File: src/rtl/column_input_conditioner_pkg.sv
// Shared Connect-4 definitions: active-low column codes, game status encoding
// and the state encoding of the column input conditioner.
package connect4_pkg;

  localparam logic [3:0] COL_NONE = 4'b1111;
  localparam logic [3:0] COL0     = 4'b1110;
  localparam logic [3:0] COL1     = 4'b1101;
  localparam logic [3:0] COL2     = 4'b1011;
  localparam logic [3:0] COL3     = 4'b0111;

  localparam logic [1:0] GAME_PLAYING = 2'b00;

  typedef enum logic [1:0] {
    ST_IDLE         = 2'd0,
    ST_WAIT_RELEASE = 2'd1,
    ST_LOCKED       = 2'd2
  } cic_state_e;

  // True when exactly one column button is held (a legal move).
  function automatic logic is_single_press(input logic [3:0] v);
    return (v == COL0) || (v == COL1) || (v == COL2) || (v == COL3);
  endfunction

endpackage

File: src/rtl/column_input_conditioner_if.sv
// Button/game-status inputs and column/pulse outputs of the column conditioner.
interface column_input_conditioner_if;

  logic [3:0] btn_n;
  logic [1:0] game_status;
  logic [3:0] out_column;
  logic       out_enable;
  logic       out_error;

  modport master (
    output btn_n,
    output game_status,
    input  out_column,
    input  out_enable,
    input  out_error
  );

  modport slave (
    input  btn_n,
    input  game_status,
    output out_column,
    output out_enable,
    output out_error
  );

endinterface

File: src/rtl/column_input_conditioner_debounce_filter.sv
// Synchronizes the raw button vector and accepts a new value only after it has
// stayed unchanged long enough; pulses o_stable_changed when it is accepted.
module debounce_filter
  import connect4_pkg::*;
#(
  parameter int DEBOUNCE_CYCLES = 16,
  parameter int SYNC_STAGES     = 2
) (
  input  logic       clk,
  input  logic       reset,
  input  logic [3:0] i_btn_n,
  output logic [3:0] o_stable,
  output logic       o_stable_changed
);

  localparam int              CNT_W    = $clog2(DEBOUNCE_CYCLES);
  localparam logic [CNT_W-1:0] CNT_LAST = CNT_W'(DEBOUNCE_CYCLES - 1);

  logic [SYNC_STAGES-1:0][3:0] r_sync;
  logic [3:0]                  w_sync;
  logic [3:0]                  r_candidate;
  logic [CNT_W-1:0]            r_count;
  logic [3:0]                  r_stable;
  logic                        r_stable_changed;

  assign w_sync = r_sync[SYNC_STAGES-1];

  // Stage 0 holds the newest sample; reset to released so no phantom press.
  always_ff @(posedge clk or negedge reset) begin
    if (!reset) begin
      r_sync <= {SYNC_STAGES{COL_NONE}};
    end else begin
      r_sync <= {r_sync[SYNC_STAGES-2:0], i_btn_n};
    end
  end

  // The counter is cleared on acceptance, so it stops at CNT_LAST and never wraps.
  always_ff @(posedge clk or negedge reset) begin
    if (!reset) begin
      r_candidate      <= COL_NONE;
      r_count          <= '0;
      r_stable         <= COL_NONE;
      r_stable_changed <= 1'b0;
    end else begin
      r_stable_changed <= 1'b0;
      if (w_sync != r_candidate) begin
        r_candidate <= w_sync;
        r_count     <= '0;
      end else if (r_candidate != r_stable) begin
        if (r_count == CNT_LAST) begin
          r_stable         <= r_candidate;
          r_count          <= '0;
          r_stable_changed <= 1'b1;
        end else begin
          r_count <= r_count + CNT_W'(1);
        end
      end
    end
  end

  assign o_stable         = r_stable;
  assign o_stable_changed = r_stable_changed;

endmodule

File: src/rtl/column_input_conditioner.sv
// Connect-4 column button conditioner: debounced vector in, held one-hot column
// code plus one-clock accept/reject pulses out, gated by the game status.
module column_input_conditioner
  import connect4_pkg::*;
#(
  parameter int DEBOUNCE_CYCLES = 16,
  parameter int SYNC_STAGES     = 2
) (
  input logic                       clk,
  input logic                       reset,
  column_input_conditioner_if.slave bus
);

  logic [3:0] w_stable;
  logic       w_stable_changed;
  cic_state_e r_state;
  cic_state_e w_state_nxt;
  logic [3:0] r_column;
  logic [3:0] w_column_nxt;
  logic       r_enable;
  logic       w_enable_nxt;
  logic       r_error;
  logic       w_error_nxt;

  debounce_filter #(
    .DEBOUNCE_CYCLES (DEBOUNCE_CYCLES),
    .SYNC_STAGES     (SYNC_STAGES)
  ) u_debounce (
    .clk              (clk),
    .reset            (reset),
    .i_btn_n          (bus.btn_n),
    .o_stable         (w_stable),
    .o_stable_changed (w_stable_changed)
  );

  always_ff @(posedge clk or negedge reset) begin
    if (!reset) begin
      r_state  <= ST_IDLE;
      r_column <= COL_NONE;
      r_enable <= 1'b0;
      r_error  <= 1'b0;
    end else begin
      r_state  <= w_state_nxt;
      r_column <= w_column_nxt;
      r_enable <= w_enable_nxt;
      r_error  <= w_error_nxt;
    end
  end

  // Game-over lockout overrides everything, including a press decided this cycle.
  always_comb begin
    w_state_nxt  = r_state;
    w_column_nxt = r_column;
    w_enable_nxt = 1'b0;
    w_error_nxt  = 1'b0;
    if (bus.game_status != GAME_PLAYING) begin
      w_state_nxt = ST_LOCKED;
    end else begin
      case (r_state)
        ST_IDLE: begin
          if (w_stable_changed && (w_stable != COL_NONE)) begin
            if (is_single_press(w_stable)) begin
              w_enable_nxt = 1'b1;
              w_column_nxt = w_stable;
            end else begin
              w_error_nxt = 1'b1;
            end
            w_state_nxt = ST_WAIT_RELEASE;
          end
        end
        ST_WAIT_RELEASE: begin
          if (w_stable == COL_NONE) w_state_nxt = ST_IDLE;
        end
        ST_LOCKED: begin
          if (w_stable == COL_NONE) w_state_nxt = ST_IDLE;
        end
        default: w_state_nxt = ST_IDLE;
      endcase
    end
  end

  assign bus.out_column = r_column;
  assign bus.out_enable = r_enable;
  assign bus.out_error  = r_error;

endmodule

File: src/flat_wrapper.sv
// flat-port wrapper written by rule: the top's interface ports become plain ports
module column_input_conditioner_flat import connect4_pkg::*;
#(
  parameter int DEBOUNCE_CYCLES = 16,
  parameter int SYNC_STAGES     = 2
)
  (clk, reset, bus_btn_n, bus_game_status, bus_out_column, bus_out_enable, bus_out_error);
  column_input_conditioner_if bus_i ();
  input logic clk;
  input logic reset;
  input wire logic [$bits(bus_i.btn_n)-1:0] bus_btn_n;
  input wire logic [$bits(bus_i.game_status)-1:0] bus_game_status;
  output wire logic [$bits(bus_i.out_column)-1:0] bus_out_column;
  output wire logic [$bits(bus_i.out_enable)-1:0] bus_out_enable;
  output wire logic [$bits(bus_i.out_error)-1:0] bus_out_error;
  assign bus_i.btn_n = bus_btn_n;
  assign bus_i.game_status = bus_game_status;
  assign bus_out_column = bus_i.out_column;
  assign bus_out_enable = bus_i.out_enable;
  assign bus_out_error = bus_i.out_error;
  column_input_conditioner #(.DEBOUNCE_CYCLES(DEBOUNCE_CYCLES), .SYNC_STAGES(SYNC_STAGES)) u_core (.clk(clk), .reset(reset), .bus(bus_i));
endmodule
File: config.mk
export PLATFORM = sky130hd
export DESIGN_NAME = column_input_conditioner_flat
export DESIGN_NICKNAME = d
export VERILOG_FILES = /design/src/rtl/column_input_conditioner_pkg.sv /design/src/rtl/column_input_conditioner_if.sv /design/src/rtl/column_input_conditioner_debounce_filter.sv /design/src/rtl/column_input_conditioner.sv /design/src/flat_wrapper.sv
export SDC_FILE = /design/constraint.sdc
export NUM_CORES = 1
export LEC_CHECK = 0
export ABC_CLOCK_PERIOD_IN_PS = 4900
export CAP_MARGIN = 20
export CORE_ASPECT_RATIO = 0.8
export CORE_UTILIZATION = 62
export CTS_BUF_LIST = sky130_fd_sc_hd__clkbuf_4 sky130_fd_sc_hd__clkbuf_8
export DETAILED_ROUTE_END_ITERATION = 10
export HOLD_SLACK_MARGIN = 0.1
export PLACE_DENSITY = 0.86
export SLEW_MARGIN = 10
export SYNTH_ARGS = -nofsm -noshare
export SYNTH_HDL_FRONTEND = slang
export SYNTH_SLANG_ARGS = --single-unit
File: constraint.sdc
create_clock -name clk -period 4.9 [get_ports clk]
set_input_delay 0.98 -clock clk [delete_from_list [all_inputs] [get_ports clk]]
set_output_delay 0.98 -clock clk [all_outputs]
set_load 0.01 [all_outputs]
; Yosys cells after proc, flatten, opt, wreduce, memory -nomap -nowiden
; Cells that the tools add are included.
; Widths: inputs -> output; s select.
[totals]
wordCells = 55
inputBits = 8
output_inout_bits = 6
reg_bits = 29
[op_classes]
n_reduce_logical = 11
eq_ne = 13
mux = 18
n_bitwise = 2
add_sub_neg = 1
[ops]
columns = operator, n
row1 = $eq 4x4->1 const B, 5
row2 = $mux 4, 3
row3 = $mux 1, 11
row4 = $ne 4x4->1, 2
row5 = $mux 2, 3
row6 = $ne 3x1->1 const B, 2
row7 = $add 4x1->4 const B, 1
row8 = $eq 4x3->1 const B, 1
row9 = $ne 4x4->1 const B, 1
row10 = $pmux 2 s2, 1
row11 = $reduce_and 4->1, 1
row12 = $reduce_bool 2->1, 2
row13 = $logic_or 1x1->1, 3
row14 = $reduce_and 3->1, 1
row15 = $eq 2x1->1 const B, 1
row16 = $eq 2x2->1 const B, 1
row17 = $logic_not 2->1, 1
row18 = $not 1->1, 2
row19 = $reduce_and 2->1, 1
row20 = $reduce_or 2->1, 1
row21 = $logic_and 1x1->1, 1

; Depth between registers and ports, before layout
; Gate-level depths: netlist of run 1.
[logic_depth]
ltp_word = 8
ltp_mapped = 7
mapped_depth_nobuf = 6

; Modules after synthesis
; Synthesis of run 1 repeated with hierarchy kept, for this count alone.
[hier_totals]
hier_cells = 90
area_unflattened_um2 = 1217.4
[modules_own_cells]
columns = mod, seq_area_each_um2, area_each_um2, cells_each, instances
row1 = debounce_filter, 545.5, 814.5, 58, 1
row2 = column_input_conditioner, 205.2, 402.9, 32, 1

; Worst setup path after synthesis of run 1
; OpenSTA, ideal clock, no wires.
[synth_timing]
path_type = input to register
startpoint = in bus_game_status[0]
endpoint = reg u_core.r_column[2], in the netlist u_core.bus.out_column[2]
path_stages = 5
path_slack_ns = 3.146
n_path_buf = 1
setup_ns = 0.083
t_arrival_ns = 1.671
t_required_ns = 4.817
path_cell_list = nand4bb_1 > clkbuf_1 > nor3_1 > nor2_1 > a41oi_1
[synth_via]
elab_chain_len = 3
[synth_rtl]
columns = item, line_no
row1 = "start, declared", flat_wrapper.sv:12  ; input wire logic [$bits(bus_i.game_status)-1:0] bus_game_status;
row2 = $reduce_bool 2->1, column_input_conditioner.sv:56  ; if (bus.game_status != GAME_PLAYING) begin
row3 = $not 1->1 (no line), n/a
row4 = $reduce_and 4->1 (no line), n/a
row5 = "end signal, assigned", column_input_conditioner.sv:44  ; r_column <= w_column_nxt;
row6 = "end, declared", column_input_conditioner.sv:18  ; logic [3:0] r_column;
; No other way between the ends.
; A chain may end at the register's enable or synchronous reset.

; Worst setup path in the final report of run 1
[layout_timing]
startpoint = reg u_core.r_column[0], in the netlist u_core.bus.out_column[0]
endpoint = out bus_out_column[0]
[layout_rtl]
columns = item, line_no
row1 = "end, declared", flat_wrapper.sv:13  ; output wire logic [$bits(bus_i.out_column)-1:0] bus_out_column;
; No word-level cell between the ends.

==> results of run 1 <==
==> worst min path at each step <==
stage,startpoint,endpoint,depth (start not counted)
2_1_floorplan,u_core.u_debounce.r_sync[0],u_core.u_debounce.w_sync[0],0
3_3_place_gp,u_core.u_debounce.r_sync[1],u_core.u_debounce.w_sync[1],0
3_5_place_dp,u_core.u_debounce.r_sync[1],u_core.u_debounce.w_sync[1],0
4_1_cts,u_core.u_debounce.r_sync[1],u_core.u_debounce.w_sync[1],0
5_1_grt,u_core.u_debounce.r_sync[1],u_core.u_debounce.w_sync[1],0
6_report,u_core.u_debounce.r_sync[1],u_core.u_debounce.w_sync[1],0
==> placed cells by master, fill, tap and decap left out, drive strengths merged <==
| cell | count |
|---|---|
| dfstp | 20 |
| and2 | 2 |
| or3 | 2 |
| or3b | 1 |
| mux2 | 4 |
| nor4bb | 1 |
| maj3 | 2 |
| o21ai | 10 |
| dfrtp | 9 |
| a21oi | 9 |
| xor2 | 5 |
| nand4 | 3 |
| nor4 | 1 |
| nand3 | 1 |
| nor2 | 8 |
| nor3 | 2 |
| buf | 1 |
| xnor2 | 4 |
| a41oi | 3 |
| inv | 3 |
| a221oi | 1 |
| clkinv | 1 |
| clkbuf | 6 |
| nand4bb | 1 |
| a22oi | 1 |
| nand3b | 1 |
| nand2 | 5 |
| bufinv | 1 |
| mux2i | 1 |
| a31oi | 1 |
| o21a | 1 |
| clkdlybuf4s50 | 13 |
| o211ai | 1 |
| ha | 2 |
==> final cells by class <==
class,count,area (um^2)
Multi-Input combinational cell,73,511.7
Clock inverter,2,35.03
Tap cell,24,30.03
Inverter,3,11.26
Fill cell,114,422.9
Timing Repair Buffer,14,137.6
Sequential cell,29,750.7
Clock buffer,6,45.04
==> logic make-up (layout without fill, tap and decap cells) <==
group | count (synthesis) | after routing | synth area share
multiplexers | 5 | 5 | 0.04163
flip-flops | 29 | 29 | 0.5676
buffers and inverters | 14 | 25 | 0.04541
AND/OR/NAND/NOR | 28 | 28 | 0.1258
adder cells (fa/ha/maj) | 4 | 4 | 0.03406
AO/OA/AOI/OAI | 27 | 27 | 0.1202
XOR/XNOR | 9 | 9 | 0.06528
==> state kept, by name (all words and copies together) (netlist names) <==
signal,count
u_core.r_state,2
u_core.bus.out_column,4
u_core.u_debounce.o_stable,4
u_core.bus.out_enable,1
u_core.u_debounce.r_sync,4
u_core.u_debounce.w_sync,4
u_core.u_debounce.r_candidate,4
u_core.u_debounce.o_stable_changed,1
u_core.u_debounce.r_count,4
u_core.bus.out_error,1
==> power by group <==
group	internal [W]	leakage (nW)	switching [W]
clock network	0.000112	0.0456	0.0000778
registers	0.000249	0.329	0.00000413
logic	0.0000100	0.207	0.00000948
==> metal layers <==
layer  track usage  routed length, um  vias to the layer above
met4       0.09474                  0                        0
met1        0.2690                970                      451
li1              -                  -                      424
met2        0.3650               1099                       21
met5             0                  0                        -
met3        0.1004                 95                        0
==> synthesized netlist by cell type (2+ instances only) <==
cell type  count
a21oi_1        9
dfstp_2       20
clkbuf_1      10
o21ai_0       10
nor2_1         8
and2_1         2
maj3_1         2
dfrtp_1        9
or3_1          2
xor2_1         4
inv_1          3
mux2_2         4
nand2_1        5
xnor2_1        4
a41oi_1        3
ha_1           2
nor3_1         2
nand4_1        3
==> stage by stage <==
stage / setup slack, ns / utilization / std cells
after global routing: 2.464 / 0.7825 / 151
after detailed placement: 2.476 / 0.7413 / 143
after floorplan: 3.146 / - / 116
final: 2.491 / 0.7825 / 151
after CTS: 2.474 / 0.7825 / 151
after global placement: 2.567 / 0.7413 / 143
==> impl_metrics.py, run 1 <==
metrics = {
    "run_status": {
        "status": "completed",
    },
    "worst_setup_path": {
        "slowest_delay_ns": 0.56,
        "endpoint": "bus_out_column[0]",
        "worstPathArrival_ns": 1.43,
        "critPathKind": "flop to output port",
        "critPathSlowestCell": "dfstp_2",
        "crit_family": "flip-flops",
        "path_cells": "clkdlybuf4s50_1",
        "worst-path-buf-inv": 1,
        "r2r_end": "u_core.u_debounce.o_stable[3]",
        "crit_start": "u_core.bus.out_column[0]",
        "critical_path.max_fanout": 3,
        "startpoint_type": "flop",
        "cp.required_ns": 3.92,
        "timing.rr.start": "u_core.u_debounce.r_candidate[1]",
        "cp_num_cells": 1,
        "rr_worst_depth": 4,
        "rrSetupSlack_ns": 3.10,
        "end_kind": "output port",
    },
    "yosys": {
        "synthTopCellsByArea": "dfstp_2 (40%), dfrtp_1 (17%), o21ai_0 (3.8%)",
        "syn_area_um2": 1323,
        "ys_warn_count": 0,
        "ys_ff_latch": 29,
        "synth.largest_area_cell": "dfstp_2",
        "avgSynthCellArea_um2": 11.40,
        "synth_edf_count": 0,
        "synthArstFlopShare": 1.000,
        "yosysSeqAreaShare": 0.5676,
        "syn_inst": 116,
        "synth_top_area_frac": 0.3974,
        "syn-num-nets": 126,
        "synthDistinctLibCells": 32,
        "synth-main-ff-cell": "dfstp_2",
    },
    "timing": {
        "period_share": 0.4916,
        "tns_ns": 0,
        "drv_slew": 0,
        "fin_skew_ns": 0.007500,
        "relSlewSlack": 0.7024,
        "fin_hold_ws_ns": 0.3586,
        "max_freq_mhz": 415.2,
        "worst_pin_slew_ns": 0.4430,
        "grt_setup_unrepaired": "false",
        "hold_violations": 0,
        "finalSetupViolCount": 0,
        "finalCriticalPeriod_ns": 2.409,
    },
    "routing": {
        "drt_iter0_drc": 21,
        "vias": 896,
        "wirelength_um": 2165,
        "drtAntennaViolNets": 0,
        "vias_per_cell": 5.934,
        "drt-pass1-iter-count": 4,
        "route.detailed.wl_per_inst_um": 14.34,
        "drcViolationCount": 0,
    },
    "cts": {
        "insertion_delay_ns": 0.32,
        "cts_buffers": 5,
        "cts.sinks": 29,
        "post_cts_buffers": 0,
        "cts_tree": "built",
        "root_buffer": "clkbuf_4",
        "postCtsHoldBufs": 0,
        "htree_num_levels": 2,
        "cts.path.max_buffers": 2,
        "path_clk_slew_ns": 0.09,
        "cts_resized": 0,
    },
    "run": {
        "maxCapViolCount": 0,
    },
    "pwr": {
        "power.leakage_nw": 0.5819,
        "power_w": 0.0004631,
        "max-vdd-ir-drop_uv": 236.2,
        "power_density_nw_per_um2": 304.4,
    },
    "die": {
        "die_area_um2": 2323,
        "die_y_um": 43.31,
        "io_pins": 14,
        "initial_core_util": 0.6802,
        "die_w_um": 53.64,
        "coreArea_um2": 1944,
        "num_rows": 14,
    },
    "finish": {
        "nNetsFinal": 136,
        "area_growth_syn_to_layout_pct": 15.04,
        "stdcell_area_um2": 1521,
        "n_antenna_cell": 0,
        "drive_above_1_share": 0.2756,
    },
    "place": {
        "routabilityCongestion": 0.7891,
        "dpl-instance-area_um2": 1441,
        "dp_hpwl_um": 1513,
        "numPortBuffers": 13,
    },
    "grt": {
        "antenna_found_initial": 0,
        "grt_pass1_vias": 836,
        "grt_first_pass_wirelength_um": 3622,
        "grt_max_degree": 30,
        "overflow": 0,
        "track_usage": 0.2292,
    },
    "hold_path": {
        "hp-class": "flop to flop",
    },
}
(Power assumes the default switching activity.)
==> run 2: changes to the inputs <==
--- a/config.mk
+++ b/config.mk
@@ -5,14 +5,14 @@
 export SDC_FILE = /design/constraint.sdc
 export NUM_CORES = 1
 export LEC_CHECK = 0
-export ABC_CLOCK_PERIOD_IN_PS = 4900
+export ABC_CLOCK_PERIOD_IN_PS = 2400
 export CAP_MARGIN = 20
 export CORE_ASPECT_RATIO = 0.8
-export CORE_UTILIZATION = 62
+export CORE_UTILIZATION = 57
 export CTS_BUF_LIST = sky130_fd_sc_hd__clkbuf_4 sky130_fd_sc_hd__clkbuf_8
 export DETAILED_ROUTE_END_ITERATION = 10
 export HOLD_SLACK_MARGIN = 0.1
-export PLACE_DENSITY = 0.86
+export PLACE_DENSITY = 0.8
 export SLEW_MARGIN = 10
 export SYNTH_ARGS = -nofsm -noshare
 export SYNTH_HDL_FRONTEND = slang
==> constraint.sdc (replaced) <==
create_clock -name clk -period 2.4 [get_ports clk]
set_input_delay 0.48 -clock clk [delete_from_list [all_inputs] [get_ports clk]]
set_output_delay 0.48 -clock clk [all_outputs]
set_load 0.01 [all_outputs]
==> run 2 against run 1 <==
Against the previous run: die area rose by 8.4%; highest routed layer is now met4; routed wire length shrank 7.5%; first-iteration DRC count increased by 14%.
==> impl_metrics.py, run 2 (synthesized netlist as in run 1, its figures left out) <==
metrics = {
    "run_status": {
        "status": "completed",
    },
    "routing": {
        "wirelength_um": 2002,
        "vias_per_cell": 5.612,
        "route.detailed.wl_per_inst_um": 13.17,
        "drt_iter0_drc": 24,
        "vias": 853,
        "drt-pass1-iter-count": 4,
        "drcViolationCount": 0,
        "drtAntennaViolNets": 0,
    },
    "finish": {
        "area_growth_syn_to_layout_pct": 15.80,
        "drive_above_1_share": 0.2756,
        "n_antenna_cell": 0,
        "regArea_um2": 750.7,
        "mostFrequentLayoutCells": "dfstp_2 (20), clkdlybuf4s50_1 (13), o21ai_0 (10), a21oi_1 (9), dfrtp_1 (9)",
        "nNetsFinal": 136,
        "layout_commonest_cell": "dfstp_2",
        "fillers": 155,
        "multi_input_area_um2": 511.7,
    },
    "die": {
        "die_area_um2": 2518,
        "die_y_um": 45.09,
        "initial_core_util": 0.6075,
        "die_w_um": 55.86,
        "io_pins": 14,
        "num_rows": 15,
        "coreArea_um2": 2177,
    },
    "pwr": {
        "max-vdd-ir-drop_uv": 593.9,
        "power_density_nw_per_um2": 636.7,
        "p_switching_w": 0.0001858,
        "power.leakage_nw": 0.5852,
        "p_int_w": 0.0007894,
        "seqPwrFrac": 0.530,
        "p_clk_frac": 0.429,
        "sw_frac_of_total": 0.1905,
        "power_w": 0.0009751,
        "comb_power_share": 0.041,
    },
    "worst_setup_path": {
        "critPathKind": "flop to output port",
        "path_cells": "clkdlybuf4s50_1",
        "crit_family": "flip-flops",
        "startpoint_type": "flop",
        "timing.rr.start": "u_core.u_debounce.r_candidate[1]",
        "critPathSlowestCell": "dfstp_2",
        "slowest_delay_ns": 0.56,
        "worst-path-buf-inv": 1,
        "r2r_end": "u_core.u_debounce.o_stable[0]",
        "worstPathArrival_ns": 1.41,
        "rr_worst_depth": 4,
        "end_kind": "output port",
        "critical_path.max_fanout": 3,
        "rrSetupSlack_ns": 0.63,
        "cp.required_ns": 1.92,
    },
    "cts": {
        "cts_resized": 0,
        "cts_tree": "built",
        "cts.sinks": 29,
        "cts.path.max_buffers": 2,
        "path_clk_slew_ns": 0.09,
        "postCtsHoldBufs": 0,
        "post_cts_buffers": 0,
        "insertion_delay_ns": 0.31,
        "root_buffer": "clkbuf_4",
        "htree_num_levels": 2,
        "cts_buffers": 5,
    },
    "place": {
        "routabilityCongestion": 0.8146,
        "numPortBuffers": 13,
        "dp_hpwl_um": 1336,
    },
    "hold_path": {
        "worstHoldEndpoint": "u_core.u_debounce.w_sync[0]",
        "min-delay-start": "u_core.u_debounce.r_sync[0]",
        "hp-class": "flop to flop",
        "min_path_cells": 0,
    },
    "timing": {
        "finalSetupViolCount": 0,
        "drv_slew": 0,
        "fin_skew_ns": 0.006562,
        "worst_pin_slew_ns": 0.4343,
        "hold_violations": 0,
        "relSlewSlack": 0.7065,
        "finalCriticalPeriod_ns": 1.887,
        "grt_setup_unrepaired": "false",
        "max_freq_mhz": 529.8,
        "fin_hold_ws_ns": 0.3602,
        "tns_ns": 0,
        "period_share": 0.7864,
    },
    "run": {
        "maxCapViolCount": 0,
    },
    "grt": {
        "antenna_found_initial": 0,
        "grt_pass1_vias": 808,
        "overflow": 0,
        "grt_max_degree": 30,
        "track_usage": 0.1806,
        "grt_first_pass_wirelength_um": 3325,
    },
}
[run 2: changes by cell type in the layout (fill, tap and decap cells not counted)]
cell	delta
clkinv_2	-1
clkbuf_8	+1
[run 2: power by group through the flow]
stage,logic [W],clock network (W),registers [W]
3_3_place_gp,0.0000399,0,0.000525
3_5_place_dp,0.0000404,0,0.000526
4_1_cts,0.0000406,0.000432,0.000517
2_1_floorplan,0.0000180,0,0.000523
6_report,0.0000395,0.000419,0.000517
5_1_grt,0.0000444,0.000450,0.000519
[run 2: cell type report]
| type | count | area share |
|---|---|---|
| clock buffer | 7 | 0.03840 |
| clock inverter | 1 | 0.01961 |
| inverter | 3 | 0.007353 |
| multi-input combinational | 73 | 0.3342 |
| sequential | 29 | 0.4902 |
| tap | 25 | 0.02042 |
| timing repair buffer | 14 | 0.08987 |
[run 2: worst max-delay path by stage]
stage                                           from  slack [ns]  cells after the start                             to
finish                      u_core.bus.out_column[1]        0.51                      1              bus_out_column[1]
global route                u_core.bus.out_column[1]        0.46                      1              bus_out_column[1]
CTS                         u_core.bus.out_column[1]        0.50                      1              bus_out_column[1]
detailed placement                bus_game_status[0]        0.51                      5       u_core.bus.out_column[2]
global placement                  bus_game_status[0]        0.57                      5       u_core.bus.out_column[2]
floorplan           u_core.u_debounce.r_candidate[1]        0.84                      4  u_core.u_debounce.o_stable[0]
[run 2: routing by layer]
| metal | track usage | share of wire |
|---|---|---|
| met5 | 0 | 0 |
| met4 | 0.1024 | 0.013 |
| met3 | 0.06304 | 0.043 |
| met2 | 0.2867 | 0.46 |
| met1 | 0.2218 | 0.48 |
[run 2: per-stage QoR]
step                      instance area (um^2)  worst slack [ns]  instances  utilization
after floorplan                           1323            0.8450        116            -
after global placement                    1443            0.5651        144       0.6626
after detailed placement                  1443            0.5135        144       0.6626
after CTS                                 1531            0.5001        152       0.7034
after global routing                      1531            0.4646        152       0.7034
final                                     1531            0.5126        152       0.7034
